$ cat src/rtl/interrupt_controller.sv
// Edge-triggered interrupt controller. It latches IRQ rising edges, picks the lowest
// enabled pending line, and steps the core through stall, jump, service and return.
module interrupt_controller #(
  parameter int          ADDRESS_BITS   = 32,
  parameter int          DATA_WIDTH     = 32,
  parameter int          NUM_IRQ        = 8,
  parameter logic [31:0] BASE_ADDRESS   = 32'h0000_2000,
  parameter logic [31:0] VECTOR_DEFAULT = 32'h0000_0100
) (
  input  logic                    clock,
  input  logic                    reset,
  input  logic [NUM_IRQ-1:0]      irq_in,
  input  logic [ADDRESS_BITS-1:0] current_pc,
  input  logic                    bus_read,
  input  logic                    bus_write,
  input  logic [ADDRESS_BITS-1:0] bus_address,
  input  logic [DATA_WIDTH-1:0]   bus_data_in,
  output logic [DATA_WIDTH-1:0]   bus_data_out,
  output logic                    bus_read_valid,
  output logic                    interrupt_stall,
  output logic                    interrupt_jump,
  output logic                    interrupt_execute,
  output logic                    interrupt_done,
  output logic [ADDRESS_BITS-1:0] saved_PC
);

  localparam logic [ADDRESS_BITS-1:0] ADDR_ENABLE  = ADDRESS_BITS'(BASE_ADDRESS);
  localparam logic [ADDRESS_BITS-1:0] ADDR_PENDING = ADDRESS_BITS'(BASE_ADDRESS + 32'h4);
  localparam logic [ADDRESS_BITS-1:0] ADDR_VECTOR  = ADDRESS_BITS'(BASE_ADDRESS + 32'h8);
  localparam logic [ADDRESS_BITS-1:0] ADDR_EOI     = ADDRESS_BITS'(BASE_ADDRESS + 32'hC);
  localparam logic [ADDRESS_BITS-1:0] ADDR_CAUSE   = ADDRESS_BITS'(BASE_ADDRESS + 32'h10);

  typedef enum logic [2:0] {
    S_IDLE, S_STALL, S_JUMP, S_SERVICE, S_RETURN
  } state_t;

  state_t                  state_q, state_d;
  logic [NUM_IRQ-1:0]      enable_q, enable_d;
  logic [NUM_IRQ-1:0]      pending_q, pending_d;
  logic [NUM_IRQ-1:0]      irq_prev_q;
  logic [ADDRESS_BITS-1:0] vector_q, vector_d;
  logic [ADDRESS_BITS-1:0] return_pc_q, return_pc_d;
  logic [ADDRESS_BITS-1:0] saved_pc_q, saved_pc_d;
  logic [4:0]              id_q, id_d;
  logic [4:0]              cause_q, cause_d;
  logic [DATA_WIDTH-1:0]   rdata_q, rdata_d;
  logic                    rvalid_q, rvalid_d;

  logic [NUM_IRQ-1:0]      rise_s;
  logic [NUM_IRQ-1:0]      svc_clr_s;
  logic [NUM_IRQ-1:0]      wr_irq_s;
  logic [NUM_IRQ-1:0]      ready_s;
  logic [ADDRESS_BITS-1:0] wr_vector_s;
  logic                    sel_enable_s, sel_pending_s, sel_vector_s, sel_eoi_s, sel_cause_s;

  function automatic logic [4:0] lowest_set(input logic [NUM_IRQ-1:0] v);
    lowest_set = 5'd0;
    for (int i = NUM_IRQ - 1; i >= 0; i--) begin
      if (v[i]) lowest_set = 5'(i);
    end
  endfunction

  assign sel_enable_s  = (bus_address == ADDR_ENABLE);
  assign sel_pending_s = (bus_address == ADDR_PENDING);
  assign sel_vector_s  = (bus_address == ADDR_VECTOR);
  assign sel_eoi_s     = (bus_address == ADDR_EOI);
  assign sel_cause_s   = (bus_address == ADDR_CAUSE);

  assign rise_s      = irq_in & ~irq_prev_q;
  assign ready_s     = pending_q & enable_q;
  assign wr_irq_s    = NUM_IRQ'(bus_data_in);
  assign wr_vector_s = ADDRESS_BITS'(bus_data_in) & ~ADDRESS_BITS'(2'b11);

  assign enable_d = (bus_write && sel_enable_s) ? wr_irq_s : enable_q;
  assign vector_d = (bus_write && sel_vector_s) ? wr_vector_s : vector_q;

  // Pending update: clears first, then new edges, so a same-cycle edge beats W1C.
  always_comb begin
    pending_d = pending_q & ~svc_clr_s;
    if (bus_write && sel_pending_s) begin
      pending_d = pending_d & ~wr_irq_s;
    end else begin
      pending_d = pending_d;
    end
    pending_d = pending_d | rise_s;
  end

  // Register read port, one cycle of latency.
  always_comb begin
    rdata_d  = '0;
    rvalid_d = 1'b0;
    if (bus_read) begin
      rvalid_d = 1'b1;
      if (sel_enable_s)       rdata_d = DATA_WIDTH'(enable_q);
      else if (sel_pending_s) rdata_d = DATA_WIDTH'(pending_q);
      else if (sel_vector_s)  rdata_d = DATA_WIDTH'(vector_q);
      else if (sel_cause_s)   rdata_d = DATA_WIDTH'(cause_q);
      else                    rdata_d = '0;
    end else begin
      rvalid_d = 1'b0;
    end
  end

  // Handler sequencing FSM: next state and the registers loaded on each transition.
  always_comb begin
    state_d     = state_q;
    id_d        = id_q;
    cause_d     = cause_q;
    return_pc_d = return_pc_q;
    saved_pc_d  = saved_pc_q;
    svc_clr_s   = '0;
    case (state_q)
      S_IDLE: begin
        if (|ready_s) begin
          id_d    = lowest_set(ready_s);
          state_d = S_STALL;
        end else begin
          state_d = S_IDLE;
        end
      end
      S_STALL: begin
        return_pc_d = current_pc;
        svc_clr_s   = NUM_IRQ'(1) << id_q;
        cause_d     = id_q;
        saved_pc_d  = vector_q + (ADDRESS_BITS'(id_q) << 2);
        state_d     = S_JUMP;
      end
      S_JUMP: state_d = S_SERVICE;
      S_SERVICE: begin
        if (bus_write && sel_eoi_s) begin
          saved_pc_d = return_pc_q;
          state_d    = S_RETURN;
        end else begin
          state_d = S_SERVICE;
        end
      end
      S_RETURN: begin
        saved_pc_d = '0;
        state_d    = S_IDLE;
      end
      default: state_d = S_IDLE;
    endcase
  end

  // State and register file, synchronous active-low reset.
  always_ff @(posedge clock) begin
    if (!reset) begin
      state_q     <= S_IDLE;
      enable_q    <= '0;
      pending_q   <= '0;
      irq_prev_q  <= '0;
      vector_q    <= ADDRESS_BITS'(VECTOR_DEFAULT);
      return_pc_q <= '0;
      saved_pc_q  <= '0;
      id_q        <= 5'd0;
      cause_q     <= 5'd0;
      rdata_q     <= '0;
      rvalid_q    <= 1'b0;
    end else begin
      state_q     <= state_d;
      enable_q    <= enable_d;
      pending_q   <= pending_d;
      irq_prev_q  <= irq_in;
      vector_q    <= vector_d;
      return_pc_q <= return_pc_d;
      saved_pc_q  <= saved_pc_d;
      id_q        <= id_d;
      cause_q     <= cause_d;
      rdata_q     <= rdata_d;
      rvalid_q    <= rvalid_d;
    end
  end

  assign interrupt_stall   = (state_q == S_STALL) || (state_q == S_JUMP);
  assign interrupt_jump    = (state_q == S_JUMP) || (state_q == S_RETURN);
  assign interrupt_execute = (state_q == S_SERVICE);
  assign interrupt_done    = (state_q == S_RETURN);
  assign saved_PC          = saved_pc_q;
  assign bus_data_out      = rdata_q;
  assign bus_read_valid    = rvalid_q;

endmodule

$ cat config.mk
export PLATFORM = sky130hd
export DESIGN_NAME = interrupt_controller
export DESIGN_NICKNAME = d
export VERILOG_FILES = /design/src/rtl/interrupt_controller.sv
export SDC_FILE = /design/constraint.sdc
export NUM_CORES = 1
export LEC_CHECK = 0
export ABC_AREA = 1
export CAP_MARGIN = 40
export CORE_ASPECT_RATIO = 0.5
export CORE_MARGIN = 4
export CORE_UTILIZATION = 30
export DETAILED_ROUTE_END_ITERATION = 16
export GPL_ROUTABILITY_DRIVEN = 0
export GPL_TIMING_DRIVEN = 0
export PLACE_DENSITY = 0.57
export SYNTH_ARGS = -nofsm -noshare
export SYNTH_HDL_FRONTEND = slang
export SYNTH_SLANG_ARGS = --single-unit
export TNS_END_PERCENT = 50
$ cat constraint.sdc
create_clock -name clock -period 2.2 [get_ports clock]
set_input_delay 0.44 -clock clock [delete_from_list [all_inputs] [get_ports clock]]
set_output_delay 0.44 -clock clock [all_outputs]
set_load 0.05 [all_outputs]
=== Yosys cells after proc, flatten, opt, wreduce, memory -nomap -nowiden ===
Index checks and enable logic that the tools add are counted.

* Flip-flop bits (word level): 164
* Input bits: 108
* Output and inout bits: 69
* Logic and storage cells: 67

* Add/sub/neg operators: 1
* Equal/unequal tests: 10
* Shifts and indexed selects: 1
* Muxes and demuxes: 20
* Bitwise operators: 10
* Reductions and logical operators: 13

{| class="wikitable"
|+ Operators by type and width
! kind !! number
|-
| equality test 32 x 14 -> 1 bit, second input constant || 5
|-
| one-hot mux 32 bit (3 select lines) || 1
|-
| two-way mux 32 bit || 2
|-
| two-way mux 5 bit || 8
|-
| adder 32 x 7 -> 32 bit || 1
|-
| bitwise AND 8 bit || 4
|-
| two-way mux 8 bit || 4
|-
| inverter 8 bit || 3
|-
| one-hot mux 3 bit (4 select lines) || 1
|-
| bitwise OR 8 bit || 1
|-
| OR reduction 8 bit || 1
|-
| << shifter 1 x 5 -> 8 bit, first input constant || 1
|-
| equality test 3 x 2 -> 1 bit, second input constant || 2
|-
| two-way mux 3 bit || 2
|-
| AND reduction 2 bit || 3
|-
| logical AND 1 bit || 4
|-
| OR reduction 4 bit || 1
|-
| equality test 3 x 1 -> 1 bit, second input constant || 1
|-
| equality test 3 bit, second input constant || 1
|-
| zero test 3 bit || 1
|-
| nonzero test 3 bit || 1
|-
| logical OR 1 bit || 2
|-
| two-way mux 1 bit || 2
|-
| != test 2 x 1 -> 1 bit, second input constant || 1
|-
| inverter 1 bit || 2
|}

=== Longest topological paths before layout ===
Gate-level depths: netlist of the first run.

* Depth in word-level cells: 9
* Mapped depth: 12
* Gate-level depth less buffers: 12

=== Least setup slack after synthesis of the first run ===
OpenSTA, ideal clock, no wires.

* Path kind: register to output
* Start point: register state_q[0]
* End point: output interrupt_stall
* Data arrival time: 1473 ps
* Data required time: 1760 ps
* Setup slack: 287 ps
* Cell stages (with the launch flop): 7
* Path buffers: 2
* Path through: dfxtp_1 > inv_1 > nor3_1 > inv_1 > clkbuf_1 > clkbuf_1 > nand2_1

* Longest elaborated chain between the ends: 2
* Elaborated cells on any way between the ends: 3
* Those cells by class: eq/ne (2); reduce/logical (1)

{| class="wikitable"
|+ RTL lines
! item !! RTL line !! source
|-
| start: declaration || 37 || <nowiki>state_t state_q, state_d;</nowiki>
|-
| start signal: assignment || 160 || <nowiki>state_q <= state_d;</nowiki>
|-
| equality test 3 x 1 -> 1 bit / equality test 3 x 2 -> 1 bit (equally long branches) || 174 || <nowiki>assign interrupt_stall = (state_q == S_STALL) || (state_q == S_JUMP);</nowiki>
|-
| logical OR 1 bit * || 174 ||
|-
| end: declaration || 20 || <nowiki>output logic interrupt_stall,</nowiki>
|}

Every way passes the cells marked *; elsewhere a longest branch is shown, timed or not.

=== Worst setup path in the final report of the first run ===
* Start point: register state_q[2]
* End point: output interrupt_stall

The elaborated chain is that of the path after synthesis.

==> flow_summary_export.csv, run 1 <==
group,metric,value,unit
synthesis,synth_area,7390,um^2
global_routing,grt_use_total,0.182,
timing,setup_tns,0,ps
worst_setup_path,crit_chain,"nor3_4 -> inv_2 -> nand2_1 -> buf_4",
layout,utilization,0.423,
layout,fin_nets,1408,
worst_setup_path,startpoint_type,"flip-flop",
synthesis,synth_area_leaders,"dfxtp_1 (43%), nand2_1 (14%), nor2_1 (9.8%)",
synthesis,synth_seq_cells,160,
layout,antenna_cells,0,
global_routing,grt_pass1_wl,39900,um
power_and_ir_drop,p_sw,1.34,mW
power_and_ir_drop,p_per_area,610,nW/um^2
power_and_ir_drop,vdd_ir_drop_max,0.412,mV
place,place_ws,-604,ps
cts,cts.sinks,160,
power_and_ir_drop,combPwrFrac,0.056,
timing,clock_skew,8.11,ps
layout,multi_input_area,3580,um^2
global_routing,antenna_found_initial,0,
synthesis,syn_nets,1215,
power_and_ir_drop,clockPowerShare,0.472,
timing,slew_violations,0,
floorplan,die_h,119,um
floorplan,io_pins,177,
place,portBuffers,176,
route,postRouteAntennaNets,0,
synthesis,synth_top_area_share,0.434,
timing,fin_crit_sh,0.960,
power_and_ir_drop,switching_share,0.216,
outcome,status,"completed",
power_and_ir_drop,p_int,4.88,mW
cts,cts.reportedPaths.clkPinSlew,60,ps
layout,fillers,2529,
route,first_pass_iters,5,
synthesis,synth_ff_type,"dfxtp_1",
global_routing,grt_overflow_total,0,
route,routed_wl,24700,um
synthesis,ys_warn_count,0,
synthesis,async_reset_ff_frac,0,
synthesis,synth.distinct_cells,39,
synthesis,postSynthCellCount,1103,
synthesis,synth-edff-count,0,
timing,timing.fmax,0.473,GHz
route,vias_per_cell,4.69,
synthesis,seq_area_frac_synth,0.434,
layout,ff_latch_area,3210,um^2
route,vias,7699,
timing,tightest_slew,748,ps
run,maxCapViolations,0,
power_and_ir_drop,pwr-share-seq,0.473,
layout,area_growth,38.0,%
power_and_ir_drop,p_leak,3.96,nW
synthesis,yosysMostFrequentCell,"nand2_1",
route,drtIter0Drc,669,
floorplan,die_x,230,um
synthesis,postSynthAreaPerCell,6.70,um^2
worst_setup_path,cpMaxStageDelayCell,"dfxtp_1",
timing,fin_ws,87.2,ps
synthesis,yosysTopAreaCell,"dfxtp_1",
floorplan,core,24100,um^2
route,wire_per_inst,15.1,um
cts,cts-root-buf,"clkbuf_16",
worst_setup_path,cp_top_family,"buffers and inverters",
worst_setup_path,critPathKind,"flip-flop to primary output",
route,drc,0,
cts,htree_num_levels,4,
worst_setup_path,crit_path_max_fanout,21,
place,dp_hpwl,19800,um
floorplan,die_area,27400,um^2
power_and_ir_drop,finalPower,6.22,mW
worst_setup_path,worstPathRequired,1760,ps
floorplan,start_util,0.306,
worst_setup_path,cp_num_buf_inv,2,
timing,rsz0062_at_grt,"true",
cts,cts_buffers,17,
timing,setup_viol,0,
timing,period_minus_slack,2110,ps
synthesis,netlist_top_cells_count,"nand2_1 (278), nor2_1 (192), dfxtp_1 (160)",
cts,clk_latency,430,ps
hold_path,hold_path_class,"flip-flop to flip-flop",
floorplan,row_count,40,
layout,drive_gt1_frac,0.0719,
worst_setup_path,critical_path_arrival,1670,ps
cts,post_cts_buffers,0,
global_routing,grt_max_degree,17,
cts,tritoncts,"done",
worst_setup_path,cpPeakStageDelay,490,ps
timing,hold_viol_final,0,
global_routing,grt_pass1_vias,7676,
worst_setup_path,end_kind,"primary output",
timing,relSlewSlack,0.501,
cts,clockBufferDepth,2,
==> flip-flops by register name, summed over array words and instances, names as in the netlist <==
signal	flops
return_pc_q	32
bus_data_out	32
state_q	3
bus_read_valid	1
enable_q	8
saved_PC	32
pending_q	8
vector_q	30
id_q	3
cause_q	3
irq_prev_q	8
==> path summary, 6_finish.rpt <==
| path | cells past startpoint | end | startpoint | slack, ps |
|---|---|---|---|---|
| max | 4 | interrupt_stall | state_q[2] | 90 |
| min | 2 | return_pc_q[12] | return_pc_q[12] | 450 |
| max reg2reg | 12 | saved_PC[8] | id_q[0] | 200 |
| min reg2reg | 2 | return_pc_q[12] | return_pc_q[12] | 450 |
==> tightest hold or removal path: stages, from the launching register on <==
cell	delay [ps]
dfxtp_1	300
inv_1	60
a21oi_1	50
==> cell type report <==
| type | instances | share of cell area |
|---|---|---|
| sequential | 160 | 0.314 |
| clock buffer | 22 | 0.0465 |
| timing repair buffer | 176 | 0.171 |
| clock inverter | 8 | 0.0103 |
| inverter | 118 | 0.0434 |
| multi-input combinational | 781 | 0.351 |
| buffer | 42 | 0.0221 |
| tap | 336 | 0.0412 |
==> kinds of logic after synthesis <==
| group | after synthesis | synth area share |
|---|---|---|
| simple gates | 601 | 0.342 |
| compound gates | 175 | 0.126 |
| buf+inv | 162 | 0.0899 |
| flops | 160 | 0.434 |
| fa+ha+maj | 4 | 0.00779 |
| xor+xnor | 1 | 0.00119 |
==> layout by cell type (no fill, tap or decap), drive strengths merged, types with 3 or more instances in the layout <==
master,netlist,routed
nand2,283,283
nor2,199,199
clkdlybuf4s50,0,172
dfxtp,160,160
inv,115,116
a21oi,84,84
nand3,79,79
o21ai,70,70
clkbuf,24,45
buf,20,23
nand4,14,14
nor3,12,12
o21bai,8,8
or2,7,7
clkinv,3,5
o31a,4,4
a31oi,3,3
o211ai,3,3
ha,3,3
clkinvlp,0,3
==> power by group through the flow <==
stage | sequential (mW) | clock [mW] | combinational (mW)
after floorplan | 3.00 | 0 | 0.0948
after global placement | 3.00 | 0 | 0.346
after detailed placement | 3.00 | 0 | 0.348
after CTS | 2.94 | 2.99 | 0.350
after global routing | 2.94 | 3.12 | 0.379
final | 2.94 | 2.93 | 0.348
==> layer usage <==
layer  wire length [um]  global-route usage
met4                350              0.0509
met1              11200               0.230
met5                  0                   0
met3               1170              0.0387
met2              12100               0.315
==> stage by stage <==
| step | area, um^2 | hold WS (ps) | std cells |
|---|---|---|---|
| finish | 10200 | 452 | 1643 |
| global route | 10200 | 462 | 1643 |
| detailed placement | 9570 | 443 | 1615 |
| global placement | 9570 | 437 | 1615 |
| floorplan | 7390 | 425 | 1103 |
| CTS | 10200 | 451 | 1644 |
==> timing repair <==
| item | 4_1_cts | 5_1_grt |
|---|---|---|
| setup endpoints to repair | 7 | 15 |
| gates resized for setup | 22 | 18 |
| endpoints found under the hold margin | 0 | 0 |
| hold buffers | 0 | 0 |
| pin swaps | 0 | 1 |
No activity file was read; power rests on OpenSTA's default activity.
==> run 2, diff against run 1 <==
--- a/config.mk
+++ b/config.mk
@@ -14,6 +14,7 @@
 export GPL_ROUTABILITY_DRIVEN = 0
 export GPL_TIMING_DRIVEN = 0
 export PLACE_DENSITY = 0.57
+export SETUP_SLACK_MARGIN = 0.2
 export SYNTH_ARGS = -nofsm -noshare
 export SYNTH_HDL_FRONTEND = slang
 export SYNTH_SLANG_ARGS = --single-unit
==> flow_summary_export.csv, run 2 (synthesis results as in run 1) <==
group,metric,value,unit
worst_setup_path,worstPathRequired,1760,ps
timing,clock_skew,10.2,ps
timing,fin_ws,184,ps
timing,tightest_slew,759,ps
layout,antenna_cells,0,
timing,setup_viol,0,
cts,clockBufferDepth,2,
cts,cts.sinks,160,
route,routed_wl,25100,um
global_routing,grt_use_total,0.183,
route,postRouteAntennaNets,0,
route,drc,0,
place,place_ws,-604,ps
layout,fin_cells,1663,
timing,period_minus_slack,2020,ps
global_routing,grt_overflow_total,0,
route,first_pass_iters,6,
worst_setup_path,end_kind,"primary output",
layout,fin_area,10500,um^2
worst_setup_path,cp_num_buf_inv,1,
run,maxCapViolations,0,
worst_setup_path,crit_path_max_fanout,2,
route,vias_per_cell,4.65,
timing,hold-worst-slack,452,ps
cts,tritoncts,"done",
floorplan,die_h,119,um
cts,cts-root-buf,"clkbuf_16",
power_and_ir_drop,finalPower,6.22,mW
layout,utilization,0.435,
cts,cts.reportedPaths.clkPinSlew,60,ps
floorplan,io_pins,177,
timing,hold_viol_final,0,
power_and_ir_drop,p_per_area,593,nW/um^2
worst_setup_path,cpMaxStageDelayCell,"clkdlybuf4s50_1",
worst_setup_path,critical_path_arrival,1580,ps
layout,final_cell_mix,"nand2_1 (271), nor2_1 (184), dfxtp_1 (152), clkdlybuf4s50_1 (149), inv_1 (107)",
worst_setup_path,startpoint_type,"flip-flop",
floorplan,start_util,0.306,
cts,clk_latency,440,ps
layout,drive_gt1_frac,0.106,
worst_setup_path,cp_top_family,"buffers and inverters",
floorplan,core,24100,um^2
global_routing,grt_max_degree,17,
floorplan,die_x,230,um
place,dpl_cell_area,9570,um^2
floorplan,die_area,27400,um^2
floorplan,row_count,40,
worst_setup_path,critPathKind,"flip-flop to primary output",
route,wire_per_inst,15.1,um
outcome,status,"completed",
timing,fin_crit_sh,0.917,
place,portBuffers,176,
cts,htree_num_levels,4,
power_and_ir_drop,vdd_ir_drop_max,0.413,mV
timing,slew_violations,0,
timing,setup_tns,0,ps
layout,final_common_cell,"nand2_1",
hold_path,hold_path_class,"flip-flop to flip-flop",
timing,rsz0062_at_grt,"true",
route,vias,7737,
worst_setup_path,cpPeakStageDelay,820,ps
layout,fin_nets,1428,
place,dp.cells,1615,
global_routing,grt_pass1_vias,7702,
cts,cts_buffers,17,
route,drtIter0Drc,585,
timing,timing.fmax,0.496,GHz
layout,area_growth,42.1,%
global_routing,antenna_found_initial,0,
global_routing,grt_pass1_wl,40100,um
power_and_ir_drop,p_leak,4.27,nW
place,dp_hpwl,19800,um
timing,relSlewSlack,0.494,
worst_setup_path,crit_chain,"clkdlybuf4s50_1",
==> run 2: cell types whose count changed in the layout (fill, tap and decap cells not counted), sizes merged <==
cell           before  now
clkdlybuf4s50     172  149
dlygate4sd2         0   21
buf                23   43
dlymetal6s2s        0    2
clkinv              5    4
inv               116  117
==> run 2: routing by layer <==
layer | GRT usage | routed length, um | up-vias
li1 | - | - | 3932
met4 | 0.0475 | 289 | 0
met1 | 0.231 | 11100 | 3599
met2 | 0.318 | 12300 | 184
met5 | 0 | 0 | -
met3 | 0.0397 | 1320 | 22
==> run 2: path summary, 6_finish.rpt <==
check                          to  slack [ps]  cells after the start       startpoint
setup / recovery     saved_PC[30]         180                      1     saved_PC[30]
hold reg to reg   return_pc_q[11]         450                      2  return_pc_q[11]
hold / removal    return_pc_q[11]         450                      2  return_pc_q[11]
setup reg to reg      saved_PC[6]         330                      9      vector_q[2]
==> run 2: where the power goes <==
part	total (mW)	internal, mW	switching (mW)
clock	2.93	1.75	1.18
sequential	2.94	2.92	0.0185
combinational	0.354	0.207	0.147
total	6.22	4.87	1.35
==> run 2: what timing repair did <==
action	4_1_cts	5_1_grt
gates resized for setup	70	55
setup endpoints to repair	79	162
pin swaps	2	14
buffers inserted	5	13
hold buffers	0	0
==> run 2: final cells by class <==
cell class	instances	area, um^2
plain buffers	44	264
well taps	336	420
inverters	118	445
multi-input cells	781	3690
fillers	2500	13600
repair buffers	194	1870
flip-flops and latches	160	3220
clock inverters	8	105
clock buffers	22	474
==> run 3, diff against run 2 <==
--- a/config.mk
+++ b/config.mk
@@ -13,6 +13,7 @@
 export DETAILED_ROUTE_END_ITERATION = 16
 export GPL_ROUTABILITY_DRIVEN = 0
 export GPL_TIMING_DRIVEN = 0
+export HOLD_SLACK_MARGIN = 0.06
 export PLACE_DENSITY = 0.57
 export SETUP_SLACK_MARGIN = 0.2
 export SYNTH_ARGS = -nofsm -noshare
==> results of run 3 <==
Final layout, timing and power as in run 2 (identical DEF).
